**src/rtl/seg7_pkg.sv**
```systemverilog
// Shared types and glyph constants for the seven-segment character sequencer.
// Segment words are ordered g..a, so bit 0 drives segment a.
package seg7_pkg;

    typedef enum logic [1:0] {
        ST_IDLE = 2'd0,
        ST_SHOW = 2'd1,
        ST_GAP  = 2'd2
    } state_e;

    typedef logic [5:0] glyph_code_t;

    localparam int         GLYPH_COUNT = 42;
    localparam logic [6:0] SEG_UNDEF   = 7'b1000000;

    // 0-15 hex digits, then A b C c d E F g H h I i J L n O o P q r S t U u y degree
    localparam logic [6:0] GLYPH_TABLE [GLYPH_COUNT] = '{
        7'h3F, 7'h06, 7'h5B, 7'h4F, 7'h66, 7'h6D, 7'h7D, 7'h07,
        7'h7F, 7'h6F, 7'h77, 7'h7C, 7'h39, 7'h5E, 7'h79, 7'h71,
        7'h77, 7'h7C, 7'h39, 7'h58, 7'h5E, 7'h79, 7'h71, 7'h6F,
        7'h76, 7'h74, 7'h30, 7'h10, 7'h1E, 7'h38, 7'h54, 7'h3F,
        7'h5C, 7'h73, 7'h67, 7'h50, 7'h6D, 7'h78, 7'h3E, 7'h1C,
        7'h6E, 7'h63
    };

endpackage

```
**src/rtl/seg7_decoder.sv**
```systemverilog
// Combinational glyph decoder: 6-bit code to g..a segment pattern.
// Codes outside the table show a single middle bar.
module seg7_decoder
    import seg7_pkg::*;
(
    input  glyph_code_t code_i,
    output logic [6:0]  seg_o
);

    always_comb begin
        seg_o = SEG_UNDEF;
        for (int i = 0; i < GLYPH_COUNT; i++) begin
            if (code_i == 6'(i)) begin
                seg_o = GLYPH_TABLE[i];
            end
        end
    end

endmodule

```
**src/rtl/seg7_sequencer.sv**
```systemverilog
// Character FIFO feeding a seven-segment display: each code is shown for
// dwell+1 cycles, optionally followed by a blank gap, with a dot on the last one.
module seg7_sequencer
    import seg7_pkg::*;
#(
    parameter int DEPTH      = 8,
    parameter int GAP_CYCLES = 4
) (
    input  logic                     clk_2,
    input  logic                     rst_n,
    input  logic                     wr_valid,
    input  logic [5:0]               wr_code,
    output logic                     wr_ready,
    input  logic [7:0]               dwell,
    input  logic                     blank_en,
    input  logic                     flush,
    output logic [7:0]               SEG,
    output logic                     busy,
    output logic [$clog2(DEPTH):0]   count
);

    localparam int            AW       = $clog2(DEPTH);
    localparam logic [AW:0]   FULL     = (AW+1)'(DEPTH);
    localparam logic [7:0]    GAP_LOAD = 8'(GAP_CYCLES - 1);

    state_e          state_q, state_d;
    logic [AW:0]     count_q, count_d;
    logic [AW-1:0]   wr_ptr_q, wr_ptr_d;
    logic [AW-1:0]   rd_ptr_q, rd_ptr_d;
    glyph_code_t     cur_q, cur_d;
    logic [7:0]      cnt_q, cnt_d;
    logic [7:0]      seg_q, seg_d;
    logic            rdy_q;
    logic            push, pop;
    logic [6:0]      glyph_d;

    glyph_code_t     mem [DEPTH];

    seg7_decoder u_decoder (
        .code_i (cur_d),
        .seg_o  (glyph_d)
    );

    // rdy_q holds wr_ready low from reset until the first edge after release
    assign wr_ready = rdy_q && (count_q < FULL) && !flush;
    assign push     = wr_valid && wr_ready;
    assign busy     = (state_q != ST_IDLE);
    assign SEG      = seg_q;
    assign count    = count_q;

    always_comb begin
        state_d  = state_q;
        count_d  = count_q;
        wr_ptr_d = wr_ptr_q;
        rd_ptr_d = rd_ptr_q;
        cur_d    = cur_q;
        cnt_d    = cnt_q;
        pop      = 1'b0;

        if (flush) begin
            state_d  = ST_IDLE;
            count_d  = '0;
            wr_ptr_d = '0;
            rd_ptr_d = '0;
            cnt_d    = '0;
        end else begin
            case (state_q)
                ST_IDLE: pop = (count_q != '0);
                ST_SHOW: begin
                    if (cnt_q != 8'd0) begin
                        cnt_d = cnt_q - 8'd1;
                    end else if (blank_en) begin
                        state_d = ST_GAP;
                        cnt_d   = GAP_LOAD;
                    end else if (count_q != '0) begin
                        pop = 1'b1;
                    end else begin
                        state_d = ST_IDLE;
                    end
                end
                ST_GAP: begin
                    if (cnt_q != 8'd0) begin
                        cnt_d = cnt_q - 8'd1;
                    end else if (count_q != '0) begin
                        pop = 1'b1;
                    end else begin
                        state_d = ST_IDLE;
                    end
                end
                default: state_d = ST_IDLE;
            endcase

            if (pop) begin
                cur_d    = mem[rd_ptr_q];
                rd_ptr_d = rd_ptr_q + AW'(1);
                cnt_d    = dwell;
                state_d  = ST_SHOW;
            end
            if (push) begin
                wr_ptr_d = wr_ptr_q + AW'(1);
            end
            case ({push, pop})
                2'b10:   count_d = count_q + (AW+1)'(1);
                2'b01:   count_d = count_q - (AW+1)'(1);
                default: count_d = count_q;
            endcase
        end

        seg_d = 8'h00;
        if (state_d == ST_SHOW) begin
            seg_d = {(count_d == '0), glyph_d};
        end
    end

    always_ff @(posedge clk_2 or negedge rst_n) begin
        if (!rst_n) begin
            state_q  <= ST_IDLE;
            count_q  <= '0;
            wr_ptr_q <= '0;
            rd_ptr_q <= '0;
            cur_q    <= '0;
            cnt_q    <= '0;
            seg_q    <= 8'h00;
            rdy_q    <= 1'b0;
        end else begin
            state_q  <= state_d;
            count_q  <= count_d;
            wr_ptr_q <= wr_ptr_d;
            rd_ptr_q <= rd_ptr_d;
            cur_q    <= cur_d;
            cnt_q    <= cnt_d;
            seg_q    <= seg_d;
            rdy_q    <= 1'b1;
        end
    end

    // Storage is deliberately left out of reset
    always_ff @(posedge clk_2) begin
        if (push) begin
            mem[wr_ptr_q] <= wr_code;
        end
    end

endmodule

```
**config.mk**
```make
export PLATFORM = sky130hd
export DESIGN_NAME = seg7_sequencer
export DESIGN_NICKNAME = d
export VERILOG_FILES = /design/src/rtl/seg7_pkg.sv /design/src/rtl/seg7_decoder.sv /design/src/rtl/seg7_sequencer.sv
export SDC_FILE = /design/constraint.sdc
export NUM_CORES = 1
export LEC_CHECK = 0
export ABC_AREA = 1
export ABC_CLOCK_PERIOD_IN_PS = 3500
export CAP_MARGIN = 20
export CORE_MARGIN = 4
export CORE_UTILIZATION = 45
export DETAILED_ROUTE_END_ITERATION = 8
export GPL_TIMING_DRIVEN = 1
export PLACE_DENSITY = 0.7
export SLEW_MARGIN = 30
export SYNTH_ARGS = -nofsm -noshare
export SYNTH_HDL_FRONTEND = slang
export SYNTH_SLANG_ARGS = --single-unit
```
**constraint.sdc**
```tcl
create_clock -name clk_2 -period 3.5 [get_ports clk_2]
set_input_delay 0.7 -clock clk_2 [delete_from_list [all_inputs] [get_ports clk_2]]
set_output_delay 0.7 -clock clk_2 [all_outputs]
set_load 0.005 [all_outputs]
```
==> load_flow_metrics.sql, run 1 <==
INSERT INTO impl_metrics (metric_group, metric, value, unit) VALUES
('run_status', 'status', 'complete, no violations', ''),
('sta', 'final.period_utilization', '85.94', '%'),
('floorplan', 'coreArea', '10230', 'um2'),
('power_and_ir_drop', 'leakage', '2.474', 'nW'),
('logic_synthesis', 'yosys_warnings', '0', ''),
('power_and_ir_drop', 'max-vdd-ir-drop', '0.3565', 'mV'),
('grt', 'antenna_found_initial', '0', ''),
('grt', 'grt-ovfl-total', '0', ''),
('setup_path', 'critical_path_start_end_classification', 'reg -> reg', ''),
('power_and_ir_drop', 'power.density', '769.5', 'nW/um2'),
('logic_synthesis', 'synth_edf_count', '48', ''),
('clock_tree', 'clk-insertion-delay-late', '370', 'ps'),
('clock_tree', 'cts-hold-fix-buffers', '0', ''),
('logic_synthesis', 'xor_xnor_share_of_the_synthesized_area', '1.306', '%'),
('setup_path', 'timing.critical_path.from_type', 'flip-flop', ''),
('sta', 'finalMaxSlewViolations', '0', ''),
('placement', 'dp_hpwl', '7569', 'um'),
('detailed_routing', 'drc', '0', ''),
('sta', 'timing.final.crit_period', '3008', 'ps'),
('logic_synthesis', 'post_synthesis_cell_count', '577', ''),
('floorplan', 'die_h', '110.1', 'um'),
('clock_tree', 'cts_buffers', '9', ''),
('logic_synthesis', 'synthesis.area_per_instance', '8.134', 'um2'),
('sta', 'skew', '11.81', 'ps'),
('floorplan', 'initial_core_util', '45.87', '%'),
('detailed_routing', 'routed_len_inst', '13.67', 'um'),
('sta', 'timing.fmax', '332.5', 'MHz'),
('placement', 'portBuffers', '32', ''),
('detailed_routing', 'routed_wl', '10370', 'um'),
('cells_and_area', 'finalCoreUtilization', '52.48', '%'),
('setup_path', 'type_of_element_capturing_the_critical_path', 'flip-flop', ''),
('cells_and_area', 'antenna_cells', '0', ''),
('sta', 'worst-slew-pin-transition', '796.4', 'ps'),
('detailed_routing', 'num_vias', '3833', ''),
('clock_tree', 'clock_path_buffers', '2', ''),
('sta', 'final_hold_viol_count', '0', ''),
('detailed_routing', 'drt_iter0_drc', '201', ''),
('detailed_routing', 'antenna_violating_nets_remaining', '0', ''),
('logic_synthesis', 'post_synth_and_or_nand_nor_area_fraction', '28.71', '%'),
('logic_synthesis', 'synth_cell_type_count', '45', ''),
('placement', 'finalWeightedCongestion', '1.013', ''),
('logic_synthesis', 'main_combinational_cell_family_by_area_after_synthesis', 'simple AND/OR/NAND/NOR gates', ''),
('clock_tree', 'clk_root_buffer_cell', 'sky130_fd_sc_hd__clkbuf_8', ''),
('logic_synthesis', 'yosys_most_used_dff', 'sky130_fd_sc_hd__edfxtp_1', ''),
('grt', 'first_global_vias', '3668', ''),
('floorplan', 'boundary_pins', '33', ''),
('clock_tree', 'post_cts_repair_timing_setup_buffer_count', '0', ''),
('logic_synthesis', 'synthMuxAreaShare', '0', '%'),
('floorplan', 'dieArea', '12130', 'um2'),
('min_path', 'min_path_type', 'in -> async', ''),
('sta', 'rsz0062_at_grt', 'false', ''),
('cells_and_area', 'final_layout_size_suffix_gt1_share', '10.59', '%'),
('logic_synthesis', 'synth_nets', '607', ''),
('detailed_routing', 'drt_pass1_iterations', '7', ''),
('floorplan', 'placementRows', '37', ''),
('logic_synthesis', 'async_flop_share', '42.17', '%'),
('cells_and_area', 'final_nets', '648', ''),
('clock_tree', 'cts_resized', '0', ''),
('clock_tree', 'cts.sinks', '83', ''),
('grt', 'first_pass_grt_wire_length', '17400', 'um'),
('setup_path', 'critical-path-slowest-cell', 'sky130_fd_sc_hd__dfrtp_1', ''),
('cells_and_area', 'areaGrowthSynthToFinish', '14.40', '%'),
('grt', 'grt.total_usage', '18.57', '%'),
('logic_synthesis', 'synth_adder_area_share', '3.093', '%'),
('grt', 'grt_start_max_net_pins', '36', ''),
('setup_path', 'critPathMaxStageDelay', '390', 'ps'),
('setup_path', 'worst-path-max-fanout', '19', ''),
('logic_synthesis', 'synth_compound_area_share', '9.437', '%'),
('logic_synthesis', 'synth-seq-cells', '83', ''),
('sta', 'slew_headroom', '46.90', '%'),
('setup_path', 'timing.critical_path.cells', 'inv_1 -> ha_1 -> nand2_1 -> nor2_4 -> nand3_2 -> nand2_2 -> nand3_4 -> nand2_1 -> inv_1 -> nor2_2 -> nand2_2 -> nand3_1 -> nand2_1 -> clkinv_1 -> nand3_1 -> nor2_1 -> nand4_1 -> nor2_1 -> nand4_1 -> nand2_1 -> inv_1', '');
## cell families after synthesis
logic type | Yosys count
xor gates and xnor gates | 7
AOI/OAI and AO/OA | 73
buffers and inverters | 95
and+or+nand+nor | 307
adders and majority gates | 11
DFF | 83
other | 1
## cells in the mapped netlist (2+ instances only)
master / number / area [um2]
sky130_fd_sc_hd__o21ai_2: 5 / 43.79
sky130_fd_sc_hd__nor2_2: 10 / 62.56
sky130_fd_sc_hd__nor3_1: 12 / 60.06
sky130_fd_sc_hd__o22ai_1: 2 / 12.51
sky130_fd_sc_hd__a31oi_1: 3 / 18.77
sky130_fd_sc_hd__o21ai_0: 36 / 180.2
sky130_fd_sc_hd__nor2_1: 94 / 352.8
sky130_fd_sc_hd__edfxtp_1: 48 / 1441
sky130_fd_sc_hd__ha_1: 10 / 125.1
sky130_fd_sc_hd__nand2_1: 130 / 488.0
sky130_fd_sc_hd__nand3_1: 31 / 155.2
sky130_fd_sc_hd__nand2_2: 9 / 56.30
sky130_fd_sc_hd__buf_2: 6 / 30.03
sky130_fd_sc_hd__nand4_1: 10 / 62.56
sky130_fd_sc_hd__xor2_1: 6 / 52.55
sky130_fd_sc_hd__o21ai_1: 2 / 10.01
sky130_fd_sc_hd__clkinv_1: 2 / 7.510
sky130_fd_sc_hd__inv_1: 75 / 281.5
sky130_fd_sc_hd__a21oi_1: 11 / 55.05
sky130_fd_sc_hd__o211ai_1: 3 / 22.52
sky130_fd_sc_hd__dfrtp_1: 35 / 875.8
sky130_fd_sc_hd__nor2_4: 3 / 33.78
sky130_fd_sc_hd__inv_2: 8 / 30.03
sky130_fd_sc_hd__a211oi_1: 4 / 30.03
sky130_fd_sc_hd__clkbuf_1: 2 / 7.510
## worst paths after layout
| kind | slack [ps] | endpoint | startpoint | depth (start not counted) |
|---|---|---|---|---|
| max in group asynchronous | 2570 | cnt_q[2] | rst_n | 1 |
| hold / removal | 410 | cnt_q[6] | rst_n | 1 |
| min in group clk_2 | 520 | cnt_q[5] | cnt_q[5] | 2 |
| hold reg to reg | 520 | cnt_q[5] | cnt_q[5] | 2 |
| setup reg to reg | 490 | SEG[0] | cnt_q[0] | 21 |
| setup / recovery | 490 | SEG[0] | cnt_q[0] | 21 |
## final cells by class
class,count,area [um2]
fill,956,4862
clock buffer,9,123.9
clock inverter,7,62.56
sequential,83,2317
inverter,85,319.1
timing repair buffer,40,375.4
tap,136,170.2
multi-input combinational,399,2001
## layer usage
metal	part of all wire, %	vias up	track usage [%]	wire [um]
met5	0	-	0	0
met4	2.3	0	7.388	240
met3	5.5	23	3.669	566
met2	47	116	30.50	4908
met1	45	1740	24.17	4657
li1	-	1954	-	-
## critical path, delay by kind of cell (launching register included)
kind | cells | cell delay (ps)
flops | 1 | 390
fa+ha+maj | 1 | 210
buf+inv | 4 | 240
simple gates | 16 | 2060
## where the power goes
group	leakage, nW	total, mW	switching, mW	internal [mW]
registers	0.881	1.26	0.0829	1.17
clock network	0.0988	0.664	0.387	0.277
logic	1.49	2.21	1.46	0.751
total	2.47	4.13	1.93	2.20
## metrics by stage
stage / area, um2 / instances / setup WS [ps] / power, mW / hold WS (ps)
after floorplan: 4693 / 577 / 879.2 / 2.919 / 404.4
after global placement: 5182 / 743 / 196.6 / 3.456 / 497.5
after detailed placement: 5182 / 743 / 171.3 / 3.475 / 495.8
after CTS: 5369 / 759 / 507.1 / 4.141 / 448.9
after global routing: 5369 / 759 / 166.3 / 4.513 / 486.3
final: 5369 / 759 / 492.2 / 4.132 / 412.7
## state kept, by name, summed over array words and instances, names as in the netlist
| signal | cells |
|---|---|
| mem | 48 |
| SEG | 8 |
| cnt_q | 8 |
| cur_q | 6 |
| count | 4 |
| rd_ptr_q | 3 |
| wr_ptr_q | 3 |
| state_q | 2 |
| rdy_q | 1 |
## cell usage in the layout (no fill, tap or decap), types with 2 or more instances in the layout
master,count
sky130_fd_sc_hd__a211oi_1,4
sky130_fd_sc_hd__xor2_1,6
sky130_fd_sc_hd__nor3_1,12
sky130_fd_sc_hd__ha_1,10
sky130_fd_sc_hd__inv_6,4
sky130_fd_sc_hd__clkinv_1,2
sky130_fd_sc_hd__o211ai_1,3
sky130_fd_sc_hd__inv_2,8
sky130_fd_sc_hd__inv_8,2
sky130_fd_sc_hd__inv_1,75
sky130_fd_sc_hd__clkdlybuf4s50_1,31
sky130_fd_sc_hd__o22ai_1,2
sky130_fd_sc_hd__dfrtp_1,35
sky130_fd_sc_hd__o21ai_1,2
sky130_fd_sc_hd__a21oi_1,11
sky130_fd_sc_hd__nand2_2,9
sky130_fd_sc_hd__nand4_1,10
sky130_fd_sc_hd__o21ai_0,36
sky130_fd_sc_hd__nor2_4,3
sky130_fd_sc_hd__nor2_1,94
sky130_fd_sc_hd__edfxtp_1,48
sky130_fd_sc_hd__o21ai_2,5
sky130_fd_sc_hd__clkbuf_8,9
sky130_fd_sc_hd__buf_4,8
sky130_fd_sc_hd__nand3_1,31
sky130_fd_sc_hd__nand2_1,130
sky130_fd_sc_hd__nor2_2,10
sky130_fd_sc_hd__a31oi_1,3
(Power assumes the default switching activity.)
==> run 2, diff against run 1 <==
--- a/config.mk
+++ b/config.mk
@@ -11,6 +11,7 @@
 export CORE_MARGIN = 4
 export CORE_UTILIZATION = 45
 export DETAILED_ROUTE_END_ITERATION = 8
+export GPL_ROUTABILITY_DRIVEN = 0
 export GPL_TIMING_DRIVEN = 1
 export PLACE_DENSITY = 0.7
 export SLEW_MARGIN = 30
==> load_flow_metrics.sql, run 2 (synthesized netlist as in run 1, its figures left out) <==
INSERT INTO impl_metrics (metric_group, metric, value, unit) VALUES
('sta', 'worst-slew-pin-transition', '797.1', 'ps'),
('detailed_routing', 'viasPerCell', '5.181', ''),
('grt', 'grt-ovfl-total', '0', ''),
('grt', 'antenna_found_initial', '0', ''),
('floorplan', 'initial_core_util', '45.87', '%'),
('setup_path', 'timing.critical_path.cells', 'inv_1 -> ha_1 -> nand2_1 -> nor2_4 -> nand3_2 -> nand2_2 -> nand3_4 -> o21ai_1 -> nor2_1 -> nand3_1 -> nand2_1 -> nor2_1 -> nand3_1 -> nor2_1 -> nand3_1 -> nor2_1 -> nand4_1 -> nand2_1 -> inv_1', ''),
('sta', 'final_hold_viol_count', '0', ''),
('floorplan', 'coreArea', '10230', 'um2'),
('setup_path', 'reg_to_reg_start', 'cnt_q[0]', ''),
('power_and_ir_drop', 'power.net_switching', '1.947', 'mW'),
('setup_path', 'crit_required', '3760', 'ps'),
('floorplan', 'die_h', '110.1', 'um'),
('sta', 'slew_headroom', '46.86', '%'),
('power_and_ir_drop', 'internal_power', '2.195', 'mW'),
('power_and_ir_drop', 'combinationalPowerShare', '53.0', '%'),
('cells_and_area', 'final_nets', '646', ''),
('power_and_ir_drop', 'pwr-share-clk', '16.4', '%'),
('setup_path', 'timing.critical_path.from_type', 'flip-flop', ''),
('cells_and_area', 'largest_register', 'mem', ''),
('detailed_routing', 'drc', '0', ''),
('setup_path', 'critPathMaxStageDelay', '390', 'ps'),
('cells_and_area', 'antenna_cells', '0', ''),
('clock_tree', 'cts_buffers', '9', ''),
('clock_tree', 'cts_tree', 'yes', ''),
('placement', 'post_placement_cell_area', '5167', 'um2'),
('cells_and_area', 'layout.cell_area.non_filler', '5373', 'um2'),
('grt', 'first_pass_grt_wire_length', '17080', 'um'),
('sta', 'timing.final.crit_period', '3013', 'ps'),
('detailed_routing', 'routed_wl', '10330', 'um'),
('power_and_ir_drop', 'max-vdd-ir-drop', '0.3419', 'mV'),
('clock_tree', 'clk_root_buffer_cell', 'sky130_fd_sc_hd__clkbuf_8', ''),
('run_status', 'status', 'complete, no violations', ''),
('clock_tree', 'cts_resized', '0', ''),
('cells_and_area', 'areaGrowthSynthToFinish', '14.48', '%'),
('sta', 'final.period_utilization', '86.08', '%'),
('detailed_routing', 'antenna_violating_nets_remaining', '0', ''),
('grt', 'first_global_vias', '3678', ''),
('power_and_ir_drop', 'leakage', '2.468', 'nW'),
('setup_path', 'crit_path_dat', '3270', 'ps'),
('clock_tree', 'clk-insertion-delay-late', '370', 'ps'),
('setup_path', 'worst-path-max-fanout', '19', ''),
('detailed_routing', 'drt_pass1_iterations', '6', ''),
('setup_path', 'critical-path-slowest-cell', 'sky130_fd_sc_hd__dfrtp_1', ''),
('sta', 'timing.setup.tns', '0', 'ps'),
('clock_tree', 'post_cts_repair_timing_setup_buffer_count', '0', ''),
('detailed_routing', 'routed_len_inst', '13.64', 'um'),
('floorplan', 'die_w', '110.1', 'um'),
('cells_and_area', 'largest_register_ffs', '48', ''),
('sta', 'rsz0062_at_grt', 'false', ''),
('placement', 'dp_hpwl', '7458', 'um'),
('cells_and_area', 'final_common_cell', 'sky130_fd_sc_hd__nand2_1', ''),
('setup_path', 'critical_path_start_end_classification', 'reg -> reg', ''),
('floorplan', 'boundary_pins', '33', ''),
('sta', 'setup_violations', '0', ''),
('sta', 'skew', '9.833', 'ps'),
('clock_tree', 'clock_path_buffers', '2', ''),
('setup_path', 'worstSetupStartpoint', 'cnt_q[0]', ''),
('clock_tree', 'cts-hold-fix-buffers', '0', ''),
('placement', 'portBuffers', '32', ''),
('sta', 'timing.fmax', '331.9', 'MHz'),
('power_and_ir_drop', 'power.density', '771.0', 'nW/um2'),
('floorplan', 'placementRows', '37', ''),
('cells_and_area', 'fill_cells', '928', ''),
('cells_and_area', 'area_of_the_multi_input_gates', '2001', 'um2'),
('run', 'max_cap_violations', '0', ''),
('power_and_ir_drop', 'switching_share', '47.00', '%'),
('min_path', 'min_path_type', 'in -> async', ''),
('grt', 'grt.total_usage', '18.18', '%'),
('cells_and_area', 'layout.area.seq', '2317', 'um2'),
('detailed_routing', 'num_vias', '3922', ''),
('cells_and_area', 'layout.cells.most_common_list', 'sky130_fd_sc_hd__nand2_1 (130), sky130_fd_sc_hd__nor2_1 (94), sky130_fd_sc_hd__inv_1 (75)', ''),
('setup_path', 'type_of_element_capturing_the_critical_path', 'flip-flop', ''),
('clock_tree', 'h-tree-depth', '3', ''),
('clock_tree', 'cts.clk_slew.worst_paths', '90', 'ps'),
('power_and_ir_drop', 'p_seq_share', '30.5', '%'),
('floorplan', 'dieArea', '12130', 'um2'),
('setup_path', 'critical-path-top-cell-by-count', 'sky130_fd_sc_hd__nor2_1', ''),
('grt', 'grt_start_max_net_pins', '36', ''),
('clock_tree', 'cts.sinks', '83', ''),
('cells_and_area', 'final_layout_size_suffix_gt1_share', '10.31', '%'),
('detailed_routing', 'drt_iter0_drc', '163', ''),
('sta', 'finalMaxSlewViolations', '0', '');
==> run 2: changes by cell type in the layout (fill, tap and decap cells not counted), sizes merged <==
cell	change
buf	-2
inv	-3
clkinv	+3
==> run 2: power by group through the flow <==
stage / logic (mW) / registers, mW / clock network, mW
6_report: 2.20 / 1.27 / 0.680
5_1_grt: 2.48 / 1.28 / 0.743
4_1_cts: 2.18 / 1.27 / 0.698
3_5_place_dp: 2.17 / 1.29 / 0
3_3_place_gp: 2.14 / 1.28 / 0
2_1_floorplan: 1.65 / 1.27 / 0
==> run 2: cell type report <==
type	instances	share of cell area, %
Tap cell	136	3.167
Clock inverter	7	1.514
Timing Repair Buffer	38	6.707
Sequential cell	83	43.13
Clock buffer	9	2.306
Multi-Input combinational cell	399	37.24
Inverter	85	5.939
==> run 2: layer usage <==
| metal | global-route usage [%] | part of all wire [%] | vias up | wire, um |
|---|---|---|---|---|
| met5 | 0 | 0 | - | 0 |
| met4 | 8.355 | 3.2 | 0 | 327 |
| met3 | 3.786 | 6.8 | 34 | 701 |
| met2 | 29.33 | 47 | 164 | 4844 |
| met1 | 23.51 | 43 | 1771 | 4455 |
| li1 | - | - | 1953 | - |
==> run 2: metrics by stage <==
| step | worst slack (ps) | hold WS (ps) | instances | total power [mW] | utilization [%] |
|---|---|---|---|---|---|
| 3_3_place_gp | 207.3 | 492.4 | 741 | 3.419 | 50.51 |
| 6_report | 487.2 | 408.0 | 757 | 4.142 | 52.51 |
| 5_1_grt | 231.3 | 485.1 | 757 | 4.502 | 52.51 |
| 4_1_cts | 545.6 | 437.6 | 757 | 4.144 | 52.51 |
| 3_5_place_dp | 191.8 | 497.9 | 741 | 3.454 | 50.51 |
| 2_1_floorplan | 879.2 | 404.4 | 577 | 2.919 | - |
==> run 2: worst max-delay path: cells and delay by family (launching register included) <==
| family | cells | cell delay, ps |
|---|---|---|
| buffers and inverters | 2 | 130 |
| AOI/OAI and AO/OA | 1 | 380 |
| adders and majority gates | 1 | 210 |
| and+or+nand+nor | 15 | 1790 |
| DFF | 1 | 390 |
==> run 2: final timing paths <==
| check | to | slack, ps | cells after the start |
|---|---|---|---|
| worst max register to register | SEG[5] | 490 | 19 |
| worst min-delay path | cnt_q[4] | 410 | 1 |
| worst min register to register | cnt_q[5] | 530 | 2 |
| max in group asynchronous | cnt_q[2] | 2580 | 1 |
| min in group clk_2 | cnt_q[5] | 530 | 2 |
| worst max-delay path | SEG[5] | 490 | 19 |
==> run 3, diff against run 2 <==
--- a/config.mk
+++ b/config.mk
@@ -14,6 +14,7 @@
 export GPL_ROUTABILITY_DRIVEN = 0
 export GPL_TIMING_DRIVEN = 1
 export PLACE_DENSITY = 0.7
+export SKIP_LAST_GASP = 1
 export SLEW_MARGIN = 30
 export SYNTH_ARGS = -nofsm -noshare
 export SYNTH_HDL_FRONTEND = slang
==> results of run 3 <==
Same layout as run 2: the final DEF is identical, and so are final timing and power.
